### src/rtl/accum_sequencer.sv
// Beat/pixel sequencer for the partial-sum accumulator: drives load strobe, input hold and output handshake.
// Optional ACC_PERF_CNT_EN builds a saturating counter of cycles spent waiting on downstream.
module accum_sequencer #(
  parameter int CNT_W = 10,
  parameter int OUT_W = 16
) (
  input  logic             clk,
  input  logic             rst,
  input  logic             start,
  input  logic [CNT_W-1:0] cfg_beats,
  input  logic [OUT_W-1:0] cfg_outputs,
  input  logic             beat_valid,
  output logic             beat_ready,
  output logic             first_beat,
  output logic             data_zero,
  output logic             out_valid,
  input  logic             out_ready,
  output logic             busy,
  output logic             done,
  output logic [31:0]      stall_cycles
);

  typedef enum logic [1:0] {IDLE, RUN, HOLD} state_t;

  state_t           state, state_n;
  logic [CNT_W-1:0] beats_r, beats_n, beat_cnt, beat_cnt_n;
  logic [OUT_W-1:0] outputs_r, outputs_n, out_cnt, out_cnt_n;
  logic             done_n;
  logic             accept, last_beat, last_out;

  assign last_beat = (beat_cnt == beats_r - CNT_W'(1));
  assign last_out  = (out_cnt == outputs_r - OUT_W'(1));

  // In HOLD a consume that is not the layer's last frees the accumulator for the next pixel's first beat.
  assign beat_ready = (state == RUN) || ((state == HOLD) && out_ready && !last_out);
  assign accept     = beat_valid && beat_ready;
  assign first_beat = accept && (beat_cnt == '0);
  assign data_zero  = !accept;
  assign busy       = (state != IDLE);

  always_comb begin
    // NOTE: every target gets a default first so no path leaves a value unassigned and infers a latch.
    state_n    = state;
    beats_n    = beats_r;
    outputs_n  = outputs_r;
    beat_cnt_n = beat_cnt;
    out_cnt_n  = out_cnt;
    done_n     = 1'b0;
    unique case (state)
      IDLE: begin
        if (start) begin
          beats_n    = (cfg_beats == '0) ? CNT_W'(1) : cfg_beats;
          outputs_n  = cfg_outputs;
          beat_cnt_n = '0;
          out_cnt_n  = '0;
          if (cfg_outputs == '0) done_n  = 1'b1;
          else                   state_n = RUN;
        end
      end
      RUN: begin
        if (accept) begin
          if (last_beat) begin
            beat_cnt_n = '0;
            state_n    = HOLD;
          end else begin
            beat_cnt_n = beat_cnt + CNT_W'(1);
          end
        end
      end
      HOLD: begin
        if (out_ready) begin
          out_cnt_n = out_cnt + OUT_W'(1);
          if (last_out) begin
            state_n = IDLE;
            done_n  = 1'b1;
          end else if (accept) begin
            // beat_cnt is zero here, so last_beat means a single-beat pixel
            if (last_beat) begin
              beat_cnt_n = '0;
            end else begin
              beat_cnt_n = beat_cnt + CNT_W'(1);
              state_n    = RUN;
            end
          end else begin
            state_n = RUN;
          end
        end
      end
      default: state_n = IDLE;
    endcase
  end

  // NOTE: sequential state uses non-blocking assignments so all flops update together at the edge.
  always_ff @(posedge clk or posedge rst) begin
    if (rst) begin
      state     <= IDLE;
      beats_r   <= '0;
      outputs_r <= '0;
      beat_cnt  <= '0;
      out_cnt   <= '0;
      out_valid <= 1'b0;
      done      <= 1'b0;
    end else begin
      state     <= state_n;
      beats_r   <= beats_n;
      outputs_r <= outputs_n;
      beat_cnt  <= beat_cnt_n;
      out_cnt   <= out_cnt_n;
      out_valid <= (state_n == HOLD);
      done      <= done_n;
    end
  end

`ifdef ACC_PERF_CNT_EN
  logic [31:0] stall_q;

  always_ff @(posedge clk or posedge rst) begin
    if (rst)                                           stall_q <= '0;
    else if ((state == IDLE) && start)                 stall_q <= '0;
    else if ((state == HOLD) && !out_ready && (stall_q != '1)) stall_q <= stall_q + 32'd1;
  end

  assign stall_cycles = stall_q;
`else
  assign stall_cycles = '0;
`endif

endmodule

### config.mk
export PLATFORM = sky130hd
export DESIGN_NAME = accum_sequencer
export DESIGN_NICKNAME = d
export VERILOG_FILES = /design/src/rtl/accum_sequencer.sv
export SDC_FILE = /design/constraint.sdc
export NUM_CORES = 1
export LEC_CHECK = 0
export CORE_ASPECT_RATIO = 2
export CORE_MARGIN = 4
export CORE_UTILIZATION = 49
export CTS_CLUSTER_DIAMETER = 50
export CTS_CLUSTER_SIZE = 24
export DETAILED_ROUTE_END_ITERATION = 12
export GPL_ROUTABILITY_DRIVEN = 0
export PLACE_DENSITY_LB_ADDON = 0.1
export SLEW_MARGIN = 20
export SYNTH_ARGS = -nofsm -noshare
export SYNTH_HDL_FRONTEND = slang
export SYNTH_SLANG_ARGS = --single-unit
export TNS_END_PERCENT = 50
### constraint.sdc
create_clock -name clk -period 3.9 [get_ports clk]
set_clock_uncertainty 0.05 [all_clocks]
set_input_delay 1.17 -clock clk [delete_from_list [all_inputs] [get_ports clk]]
set_output_delay 1.17 -clock clk [all_outputs]
set_load 0.01 [all_outputs]
==> summary.md <==
Of the cells placed in the final design, the portion with a size suffix greater than 1 is 21.27%. The run gives 2.95 ns as the data arrival time at the worst-slack endpoint. Initial cell density of the core: 50.22%. The tools report the sum of overflow across all layers after global routing as 0. The synthesized design contains 56 register bits. Across the VDD grid, the largest voltage drop is 0.3309 mV. The final worst setup slack was -0.2728 ns; the total of endpoints with negative setup slack in the final report was 3. After the flow finishes, the layout carries non-filler instances totaling 599. After synthesis, the cell types taking the most area are sky130_fd_sc_hd__dfrtp_1, sky130_fd_sc_hd__mux2_2, sky130_fd_sc_hd__buf_4, sky130_fd_sc_hd__xnor2_1, sky130_fd_sc_hd__xor2_1. The net switching share of the total power was 40.19%. The die is 71.80 µm wide. After detailed routing, the number of remaining DRC violations is 0. The startpoint identified for the worst register-to-register timing path is outputs_r[6]. TritonCTS built the clock tree. The first global-routing pass estimated 16.64 mm of wire. Detailed routing inserted a total of 3343 vias. The global routing usage summed across all routing layers was 21.91%; the number of max-capacitance violations reported was 0. The number of nets with antenna violations after detailed routing is 0. Path type of the worst setup path: flop to primary output. For the first-pass iteration count of the detailed router, the log shows 4. The depth of the worst hold-timing path came out at 1. Along the worst path, the maximum fanout reaches 3. The final reports fail on setup timing. Layout overhead on the synthesized area: 19.45%. The run gives 0 as the count of hold-fix buffers inserted at cts. The leading area contributor after synthesis was sky130_fd_sc_hd__dfrtp_1. The number of antenna diodes in the final layout is 0.

Total power for the finished layout comes to 2.900 mW. Timing analysis after detailed placement gives a worst setup slack of -0.3974 ns. For the cell total after placement, the log shows 591. Dividing total power by cell area gives a power density of 608.6 nW/µm². The final number of max-transition violations is 0. The clock transition at the registers of the reported paths is 0.08 ns.

After detailed routing, the average wire length per cell comes to 16.90 µm. The commonest cells after synthesis are sky130_fd_sc_hd__dfrtp_1, sky130_fd_sc_hd__nor2_1, sky130_fd_sc_hd__buf_4. The cell at the root of the clock tree was sky130_fd_sc_hd__clkbuf_16.

Type of origin of the critical path: a flop. For the count of different cell masters after synthesis, the log shows 65. The internal reg-to-reg setup slack is 0.50 ns, and the total number of H-tree levels is 2. The number of cells traversed by the worst register-to-register path was 11; the total number of yosys warnings was 0. Final critical delay including setup and external delays: 4.173 ns. The flow ran to the end, but the final reports show violations.

Dividing the final minimum period by the clock period gives 107.0%. Data on the critical path is required at its endpoint by 2.68 ns. The headroom to the max-slew limit was 43.56%.

The terminating pin of the worst hold path is outputs_r[15]. In the synthesized netlist, the number of instances is 427. The overall die height was 135.6 µm. The total count of hold-check failures in the final report came out at 0. In the final design database the tool counted 542 nets. The async set-reset flop share out of synthesis works out to 100.0%. Setup repair after global routing could not meet its margin everywhere. The worst hold path class is flop to flop. The analysis attributes to net switching a power of 1.165 mW.

Internal power contribution: 1.734 mW. The routed wire length came out at 10.13 mm. The main flop type after synthesis was sky130_fd_sc_hd__dfrtp_1. The detail-routed via count per cell is 5.581, and the via count of the first global-routing pass is 3484.

The average size of a mapped cell came out at 9.342 µm². The run gives 46 as the count of standard-cell rows. For the pin with the worst max-slew slack, the measured transition is 0.8389 ns.

Per report_power, the clock group accounts for 16.1% of the total. Detailed router's first-iteration violation count: 151. For the highest attainable clock frequency, the log shows 239.6 MHz.

The number of buffers added by the clock tree synthesis step was 5; the static leakage power was 2.034 nW. The share of the Yosys chip area taken by registers is 35.13%. For the number of antenna violations at the first check in global routing, the log shows 0. The clock net in this run drives a total of 56 sinks. After filler insertion, the fill cell instance count of the layout stands at 751. The cell area after technology mapping is 3989 µm². The worst hold path begins at outputs_r[15]. The top cell type by area accounts for 35.13% of the synthesized area. The HPWL after detailed placement is 8.356 mm. Among all cell types in the netlist, the one instantiated most often is sky130_fd_sc_hd__dfrtp_1. The maximum number of pins on one net before global-route repair was 30.

The terminus of the critical flop-to-flop path is beat_cnt[4]. The worst setup path is captured at a primary output. The tools report the clock latency reported for the late side of the worst-skew pair as 0.30 ns. The standard cell core area was 7943 µm²; the number of buffers inserted by port buffering was 36. 69 I/O pins were placed. The area of the die is 9736 µm².

Of the total power, registers draw 31.5%. The clock passes through at most 2 buffers. Of the total power, combinational logic draws 52.3%. Yosys mapped a number of flops with a built-in enable equal to 0.
cells by family after synthesis:
family	count (synthesis)	synth area share [%]
AND/OR/NAND/NOR	153	21.24
AO/OA/AOI/OAI	74	13.93
buffers and inverters	62	9.034
flip-flops	56	35.13
XOR/XNOR	46	10.45
multiplexers	26	7.309
adder cells (fa/ha/maj)	9	2.823
other	1	0.09401
sequential cells by signal, indices dropped and copies added, names as in the netlist:
name / cells
out_cnt: 16
outputs_r: 16
beat_cnt: 10
beats_r: 10
state: 2
done: 1
out_valid: 1
worst max-delay path, cell delays in order (launching register included):
cell	delay (ns)
sky130_fd_sc_hd__dfrtp_1	0.38
sky130_fd_sc_hd__or4_4	0.54
sky130_fd_sc_hd__or3_4	0.39
sky130_fd_sc_hd__a2111oi_4	0.35
sky130_fd_sc_hd__nand3_2	0.14
sky130_fd_sc_hd__nor4_4	0.31
sky130_fd_sc_hd__a21oi_2	0.10
sky130_fd_sc_hd__nor2_2	0.17
sky130_fd_sc_hd__inv_1	0.07
sky130_fd_sc_hd__nand2_1	0.07
sky130_fd_sc_hd__buf_2	0.12
layer usage:
metal	up-vias	share of wire, %	track usage, %
li1	1611	-	-
met1	1634	32	19.43
met2	65	62	45.34
met3	33	2.1	2.377
met4	0	4.3	11.19
met5	-	0	0
worst max-delay path by stage:
stage                            start   endpoint  slack (ns)  cells past startpoint
after detailed placement  outputs_r[6]  data_zero       -0.40                     10
final                     outputs_r[1]  data_zero       -0.27                     10
after global routing      outputs_r[1]  data_zero       -0.42                     10
after floorplan           outputs_r[6]  data_zero        0.06                      9
after global placement    outputs_r[6]  data_zero       -0.37                     10
after CTS                 outputs_r[1]  data_zero       -0.30                     10
power by group through the flow:
| stage | logic, mW | clock network [mW] | registers (mW) |
|---|---|---|---|
| global placement | 1.50 | 0 | 0.915 |
| CTS | 1.53 | 0.482 | 0.912 |
| floorplan | 0.974 | 0 | 0.911 |
| global route | 1.66 | 0.503 | 0.939 |
| detailed placement | 1.53 | 0 | 0.924 |
| finish | 1.52 | 0.468 | 0.914 |
timing repair:
item / in CTS / in global routing
setup buffers: 0 / 0
setup endpoints to repair: 3 / 3
gates resized for setup: 13 / 0
endpoints found under the hold margin: 0 / 0
pin swaps: 5 / 1
cell type report:
cell class                      count  area [µm²]  area share (%)
Sequential cell                    56        1401           29.41
Clock inverter                      3       25.02          0.5252
Multi-Input combinational cell    340        2346           49.24
Clock buffer                        5       125.1           2.626
Inverter                           19       71.32           1.497
Tap cell                           96       120.1           2.521
Timing Repair Buffer               80       675.6           14.18
stage by stage:
| step | instance area [µm²] | hold WS (ns) | utilization (%) | setup TNS [ns] |
|---|---|---|---|---|
| CTS | 4765 | 0.4938 | 59.99 | -0.7589 |
| floorplan | 4105 | 0.4481 | - | 0 |
| finish | 4765 | 0.4862 | 59.99 | -0.6931 |
| detailed placement | 4627 | 0.4755 | 58.25 | -0.9341 |
| global placement | 4627 | 0.4597 | 58.25 | -0.8674 |
| global route | 4765 | 0.5303 | 59.99 | -1.074 |
cells in the final DEF, fill, tap and decap left out, types with 3 or more instances in the layout:
master	n
sky130_fd_sc_hd__a211oi_1	3
sky130_fd_sc_hd__a21oi_1	10
sky130_fd_sc_hd__o21ai_1	5
sky130_fd_sc_hd__nor2b_1	6
sky130_fd_sc_hd__o31ai_2	6
sky130_fd_sc_hd__buf_2	3
sky130_fd_sc_hd__o21ai_0	22
sky130_fd_sc_hd__and3_1	9
sky130_fd_sc_hd__buf_4	44
sky130_fd_sc_hd__a31oi_1	3
sky130_fd_sc_hd__inv_1	18
sky130_fd_sc_hd__xnor2_1	24
sky130_fd_sc_hd__nand4_1	9
sky130_fd_sc_hd__conb_1	32
sky130_fd_sc_hd__nand3_1	23
sky130_fd_sc_hd__nand2_1	22
sky130_fd_sc_hd__mux2_2	25
sky130_fd_sc_hd__or4_4	3
sky130_fd_sc_hd__or3_1	7
sky130_fd_sc_hd__nor3_1	6
sky130_fd_sc_hd__xor2_1	21
sky130_fd_sc_hd__clkdlybuf4s50_1	33
sky130_fd_sc_hd__nor4_1	11
sky130_fd_sc_hd__dfrtp_1	56
sky130_fd_sc_hd__nor2_1	35
sky130_fd_sc_hd__ha_1	9
sky130_fd_sc_hd__clkbuf_16	5
Note: power is estimated with default switching activity, not from simulation.
